<file path="src/rtl/sub_div_pkg.sv">
// Shared types and sizes for the iterative restoring divider.
package sub_div_pkg;

    typedef enum logic [1:0] {IDLE, CALC, DONE} sub_div_state_t;

    localparam int unsigned DEFAULT_WIDTH = 8;
    localparam int unsigned OP_CNT_W      = 16;

endpackage

</file>
<file path="src/rtl/sub_div_step.sv">
// One restoring-division step: shift in the next dividend bit, subtract the divisor if it fits.
module sub_div_step #(
    parameter int unsigned WIDTH = 8
) (
    input  logic [WIDTH-1:0] rem,
    input  logic             next_bit,
    input  logic [WIDTH-1:0] divisor,
    output logic [WIDTH-1:0] new_rem,
    output logic             q_bit
);

    // Trial value is one bit wider so the shifted-out remainder MSB is kept.
    logic [WIDTH:0] trial;

    always_comb begin
        trial   = {rem, next_bit};
        q_bit   = 1'b0;
        new_rem = rem;
        if (trial >= {1'b0, divisor}) begin
            q_bit   = 1'b1;
            new_rem = WIDTH'(trial - {1'b0, divisor});
        end else begin
            new_rem = WIDTH'(trial);
        end
    end

endmodule

</file>
<file path="src/rtl/sub_div_unit.sv">
// Iterative unsigned divider, one quotient bit per clock, valid/ready on both sides.
// Optional completed-operation counter enabled by SUB_DIV_PERF_CNT_EN.
module sub_div_unit
    import sub_div_pkg::*;
#(
    parameter int unsigned WIDTH = DEFAULT_WIDTH
) (
    input  logic             clk,
    input  logic             reset,
    input  logic             in_valid,
    output logic             in_ready,
    input  logic [WIDTH-1:0] dividend,
    input  logic [WIDTH-1:0] divisor,
    output logic             out_valid,
    input  logic             out_ready,
    output logic [WIDTH-1:0] quotient,
    output logic [WIDTH-1:0] remainder,
    output logic             div_by_zero
`ifdef SUB_DIV_PERF_CNT_EN
    ,
    output logic [OP_CNT_W-1:0] op_count
`endif
);

    localparam int unsigned CNT_W = $clog2(WIDTH);

    sub_div_state_t   state;
    logic [CNT_W-1:0] bit_cnt;
    logic [WIDTH-1:0] dvd_q;
    logic [WIDTH-1:0] dvs_q;
    logic [WIDTH-1:0] rem_q;
    logic [WIDTH-2:0] quo_q;
    logic [WIDTH-1:0] step_rem;
    logic             step_q;

    sub_div_step #(.WIDTH(WIDTH)) u_step (
        .rem      (rem_q),
        .next_bit (dvd_q[WIDTH-1]),
        .divisor  (dvs_q),
        .new_rem  (step_rem),
        .q_bit    (step_q)
    );

    always_ff @(posedge clk or posedge reset) begin
        if (reset) begin
            state       <= IDLE;
            bit_cnt     <= '0;
            dvd_q       <= '0;
            dvs_q       <= '0;
            rem_q       <= '0;
            quo_q       <= '0;
            in_ready    <= 1'b1;
            out_valid   <= 1'b0;
            quotient    <= '0;
            remainder   <= '0;
            div_by_zero <= 1'b0;
`ifdef SUB_DIV_PERF_CNT_EN
            op_count    <= '0;
`endif
        end else begin
            case (state)
                IDLE: begin
                    if (in_valid && in_ready) begin
                        dvd_q    <= dividend;
                        dvs_q    <= divisor;
                        rem_q    <= '0;
                        quo_q    <= '0;
                        bit_cnt  <= CNT_W'(WIDTH - 1);
                        in_ready <= 1'b0;
                        // A zero divisor skips iteration and reports immediately.
                        if (divisor == '0) begin
                            state       <= DONE;
                            out_valid   <= 1'b1;
                            quotient    <= '1;
                            remainder   <= dividend;
                            div_by_zero <= 1'b1;
                        end else begin
                            state <= CALC;
                        end
                    end
                end
                CALC: begin
                    rem_q   <= step_rem;
                    quo_q   <= (WIDTH-1)'({quo_q, step_q});
                    dvd_q   <= {dvd_q[WIDTH-2:0], 1'b0};
                    bit_cnt <= bit_cnt - CNT_W'(1);
                    if (bit_cnt == '0) begin
                        state       <= DONE;
                        out_valid   <= 1'b1;
                        quotient    <= {quo_q, step_q};
                        remainder   <= step_rem;
                        div_by_zero <= 1'b0;
                    end
                end
                DONE: begin
                    if (out_ready) begin
                        state     <= IDLE;
                        out_valid <= 1'b0;
                        in_ready  <= 1'b1;
`ifdef SUB_DIV_PERF_CNT_EN
                        op_count  <= op_count + OP_CNT_W'(1);
`endif
                    end
                end
                default: begin
                    state     <= IDLE;
                    out_valid <= 1'b0;
                    in_ready  <= 1'b1;
                end
            endcase
        end
    end

endmodule

</file>
<file path="config.mk">
export PLATFORM = sky130hd
export DESIGN_NAME = sub_div_unit
export DESIGN_NICKNAME = d
export VERILOG_FILES = /design/src/rtl/sub_div_pkg.sv /design/src/rtl/sub_div_step.sv /design/src/rtl/sub_div_unit.sv
export SDC_FILE = /design/constraint.sdc
export NUM_CORES = 1
export LEC_CHECK = 0
export BUFFER_PORTS_ARGS = -buffer_cell sky130_fd_sc_hd__buf_2
export CORE_MARGIN = 3
export CORE_UTILIZATION = 45
export DETAILED_ROUTE_END_ITERATION = 10
export PLACE_DENSITY_LB_ADDON = 0.08
export REMOVE_ABC_BUFFERS = 1
export SLEW_MARGIN = 5
export SYNTH_ARGS = -nofsm -noshare
export SYNTH_HDL_FRONTEND = slang
export SYNTH_SLANG_ARGS = --single-unit
</file>
<file path="constraint.sdc">
create_clock -name clk -period 2.2 [get_ports clk]
set_input_delay 0.22 -clock clk [delete_from_list [all_inputs] [get_ports clk]]
set_output_delay 0.22 -clock clk [all_outputs]
set_load 0.03 [all_outputs]
</file>
Word level (Yosys, flattened, before mapping)
Index checks and enable logic that the tools add are counted.
{"block": "word_totals", "ff_bits": 55, "latchBits": 0, "mem_bits_rw": 0, "rom_bits": 0, "in_bits": 20, "output_inout_bits": 19, "word_cells": 65, "n_memories": 0}
{"block": "classes", "addsub": 2, "n_mul": 0, "div": 0, "n_lt_le_gt_ge": 1, "eq_ne": 6, "shift": 0, "n_mux": 33, "bitwise_logic": 1, "n_reduce_logical": 11}
{"cell": "$mux 8", "count": 9}
{"cell": "$pmux 8 s2", "count": 4}
{"cell": "$pmux 7 s2", "count": 1}
{"cell": "$ge 9x8->1", "count": 1}
{"cell": "$logic_not 8->1", "count": 1}
{"cell": "$mux 1", "count": 8}
{"cell": "$mux 2", "count": 4}
{"cell": "$ne 2x2->1 const B", "count": 4}
{"cell": "$reduce_and 4->1", "count": 2}
{"cell": "$sub 8x8->8", "count": 1}
{"cell": "$mux 7", "count": 1}
{"cell": "$pmux 1 s3", "count": 2}
{"cell": "$pmux 2 s3", "count": 1}
{"cell": "$pmux 3 s2", "count": 1}
{"cell": "$reduce_and 3->1", "count": 2}
{"cell": "$reduce_and 2->1", "count": 2}
{"cell": "$logic_not 3->1", "count": 1}
{"cell": "$mux 3", "count": 1}
{"cell": "$sub 3x1->3 const B", "count": 1}
{"cell": "$eq 2x1->1 const B", "count": 1}
{"cell": "$eq 2x2->1 const B", "count": 1}
{"cell": "$logic_not 2->1", "count": 1}
{"cell": "$pmux 1 s2", "count": 1}
{"cell": "$reduce_bool 2->1", "count": 1}
{"cell": "2 further kinds", "count": 2}

Logic depth before layout (Yosys ltp)
{"block": "depth", "word_depth": 4, "mapped_depth": 9, "depth_no_buf": 8}

By module
A second synthesis with hierarchy kept.
{"block": "hier_totals", "cells_unflattened": 262, "hier_area_um2": 2881.5}
{"mod": "sub_div_unit", "n_inst": 1, "cells_each": 196, "area_per_inst_um2": 2342.2, "seq_area_each_um2": 1377.6}
{"mod": "sub_div_step", "n_inst": 1, "cells_each": 66, "area_per_inst_um2": 539.3, "seq_area_each_um2": 0.0}

Worst setup path after synthesis
Ideal clock, no wire load.
{"block": "synth_path", "path_kind": "register -> register", "startpoint": "reg dvs_q[0]", "endpoint": "reg remainder[6]", "setup_ps": 126, "t_arrival_ps": 1891, "t_required_ps": 2074, "path_slack_ps": 183, "stages_incl_launch_ff": 8, "path_buffers": 0, "period_less_slack_ps": 2017, "cell_sequence": "dfrtp_1 > ha_1 > fa_1 > nand2b_1 > a21o_1 > a211oi_1 > nor3_1 > o32a_1"}
{"block": "synth_between", "elab_chain_len": 4, "word_cells_on_any_way": 5, "classes_between": "add/sub: 1; order compare: 1; mux: 3"}
{"item": "start: declaration", "line_no": "sub_div_unit.sv:30", "text": "logic [WIDTH-1:0] dvs_q;"}
{"item": "start signal: assignment", "line_no": "sub_div_unit.sv:65", "text": "dvs_q <= divisor;"}
{"item": "$sub 8x8->8 or $ge 9x8->1 (tied branches)", "line_no": "sub_div_step.sv:21, sub_div_step.sv:19"}
{"item": "$mux 8 (*)", "line_no": "sub_div_step.sv:19", "text": "if (trial >= {1'b0, divisor}) begin"}
{"item": "$mux 8 (*)", "line_no": "sub_div_unit.sv:87", "text": "if (bit_cnt == '0) begin"}
{"item": "$pmux 8 s2 (*)", "line_no": "sub_div_unit.sv:61", "text": "case (state)"}
{"item": "end signal: assignment", "line_no": "sub_div_unit.sv:75", "text": "remainder <= dividend;"}
{"item": "end signal: assignment", "line_no": "sub_div_unit.sv:91", "text": "remainder <= step_rem;"}
{"item": "end: declaration", "line_no": "sub_div_unit.sv:17", "text": "output logic [WIDTH-1:0] remainder,"}
Mark *: on every way between the ends. The rest lies on a longest branch, timed or not. The select of a mux whose other input is x is not followed.
A chain may end at the register's enable or synchronous reset.

Worst setup path in the final report
Same ends and word-level chain as after synthesis.

==> out/results.tsv <==
stage	metric	value	unit
synth	synth_area_leader_cell	dfrtp_1	
setup_path	cp-end-kind	flop	
clock_tree	cts_tree	yes	
die	boundaryPins	39	
detailed_routing	first_pass_iters	5	
timing	drv_slew	0	
die	core_region_area	0.00603	sq mm
global_routing	grt.total_usage	0.199	
global_routing	use_met1	0.297	
timing	worst_pin_slew	590	ps
global_routing	met3_usage	0.0346	
place	dp_slack	27.5	ps
global_routing	grt_max_degree	30	
min_path	holdPathStages	2	
layout	nets	379	
synth	synth-edff-count	0	
place	port_buffers	38	
layout	post-route-util	0.560	
layout	register_area	0.00138	sq mm
timing	hold_slack	87.2	ps
outcome	status	completed	
global_routing	grt_pass1_vias	2206	
synth	syn-instance-count	301	
detailed_routing	drt_wl_total	6.99	mm
die	die-area	0.00732	sq mm
min_path	worstHoldPathType	primary input to flop	
layout	multi_input_area	0.00140	sq mm
clock_tree	clk_pin_slew	110	ps
synth	synth_top_area_share	0.474	
clock_tree	cts_sinks	55	
detailed_routing	drtIter0Drc	142	
layout	antennaDiodeCount	0	
layout	layout_common_cells	dfrtp_1 (54), nand2_1 (44), buf_2 (38)	
die	fp.dieH	85.6	um
timing	relSlewSlack	0.606	
setup_path	cp.arrival	2300	ps
clock_tree	htreeDepth	2	
timing	rsz0062_at_grt	yes	
setup_path	cp_max_fo	3	
detailed_routing	vias_per_cell	5.59	
setup_path	cp.required	2410	ps
place	dp_hpwl	5.06	mm
global_routing	top_usage_layer	met1	
clock_tree	clk-insertion-delay-late	320	ps
setup_path	rr_worst_depth	7	
timing	post-route-min-period	2100	ps
timing	period_share	0.952	
detailed_routing	drt-wirelength-per-cell	16.5	um
synth	synth_area_leaders	dfrtp_1 (47%), o21ai_0 (6.0%), nand2_1 (5.8%)	
synth	synth_ff_type	dfrtp_1	
synth	synth_area	0.00285	sq mm
setup_path	critPathLaunchType	flop	
detailed_routing	drc	0	
die	initial_core_util	0.473	
power	ir_drop	0.000305	V
synth	seq_area_frac_synth	0.483	
global_routing	antenna_found_initial	0	
synth	synthArstFlopShare	1.00	
synth	ys_types	55	
timing	tns	0	ps
layout	layout-drive-gt1-share	0.244	
timing	finalClockSkew	6.49	ps
place	dpl_cell_area	0.00320	sq mm
global_routing	grt_pass1_wl	11.4	mm
run	cap_violations	0	
clock_tree	clockBufferDepth	2	
layout	final_area	0.00337	sq mm
setup_path	path_class	flop to flop	
place	globalplace.congestion	0.798	
detailed_routing	antenna_left	0	
global_routing	grt_overflow_total	0	
synth	yosys_warnings	0	
die	rows	28	
layout	area_growth	18.3	%
clock_tree	cts_inserted_buffers	5	
layout	fillers	555	
synth	ys_ff_latch	55	
timing	setup_ws	105	ps
power	p_leak	1.67	nW
detailed_routing	routed-via-count	2370	
die	die_w	85.6	um
timing	setup_violations	0	
timing	max_freq	0.477	GHz
layout	final_common_cell	dfrtp_1	
global_routing	use_met2	0.295	
synth	syn_area_per_cell	9.47	sq um
power	p_per_area	493	mW/mm^2
timing	hold_violations	0	
clock_tree	cts_root_buf	clkbuf_8	
==> final cells by class <==
type | count | share of cell area
timing repair buffer | 57 | 0.104
clock inverter | 3 | 0.00705
clock buffer | 5 | 0.0204
tap | 75 | 0.0278
inverter | 16 | 0.0178
sequential | 55 | 0.409
multi-input combinational | 213 | 0.414
==> final timing paths <==
kind,from,endpoint,slack [ps]
max in group asynchronous,reset,dvs_q[4],1130
min,in_valid,in_ready,90
min in group asynchronous,reset,dvd_q[6],500
max,dvs_q[0],remainder[6],100
min reg2reg,quotient[3],quotient[3],470
max reg2reg,dvs_q[0],remainder[6],100
==> kinds of logic after synthesis <==
| family | after synthesis | synth area share |
|---|---|---|
| DFF | 55 | 0.483 |
| muxes | 5 | 0.0184 |
| buffers and inverters | 33 | 0.0492 |
| xor gates and xnor gates | 4 | 0.0123 |
| and+or+nand+nor | 100 | 0.173 |
| adders and majority gates | 11 | 0.0509 |
| AOI/OAI and AO/OA | 93 | 0.213 |
==> synth_stat cells, types with 4 or more instances <==
library cell,n
nand2_1,44
clkbuf_1,11
a22oi_1,10
nor2b_1,6
buf_2,4
dfrtp_1,54
nor3_1,4
ha_1,10
inv_1,16
nand2b_1,4
a21oi_1,11
a22o_1,7
nand3_1,4
and3_1,4
o21ai_0,34
o31ai_1,4
nor2_1,17
==> timing repair <==
action                                 4_1_cts  5_1_grt
endpoints found under the hold margin       25        0
setup endpoints to repair                    0       12
buffers inserted                             0        1
resized for setup                            0       13
hold buffers                                 1        0
==> state kept, by name (all words and copies together), names as in the netlist <==
| signal | cells |
|---|---|
| dvd_q | 8 |
| dvs_q | 8 |
| quotient | 8 |
| rem_q | 8 |
| remainder | 8 |
| quo_q | 7 |
| bit_cnt | 3 |
| state | 2 |
| div_by_zero | 1 |
| in_ready | 1 |
| out_valid | 1 |
==> routing by layer <==
layer	wire, um	vias to the layer above
met3	258	7
met2	3120	48
met4	86	0
met5	0	-
met1	3520	1152
li1	-	1163
==> critical path: stages (launching register included) <==
cell and delay (ps):
dfrtp_1 400, ha_1 240, fa_2 360, nand2b_4 160
a21o_1 170, a211oi_2 210, nor3_2 80, o32a_1 360
==> metrics by stage <==
stage | cells | total power, mW
6_report | 424 | 1.66
5_1_grt | 424 | 1.72
4_1_cts | 423 | 1.68
3_5_place_dp | 414 | 1.08
3_3_place_gp | 414 | 1.08
2_1_floorplan | 284 | 1.05
==> report_power, final <==
| group | switching, mW | internal (mW) |
|---|---|---|
| Clock | 0.368 | 0.231 |
| Sequential | 0 | 1.01 |
| Combinational | 0.0327 | 0.0191 |
| Total | 0.400 | 1.26 |
(Power assumes the default switching activity.)
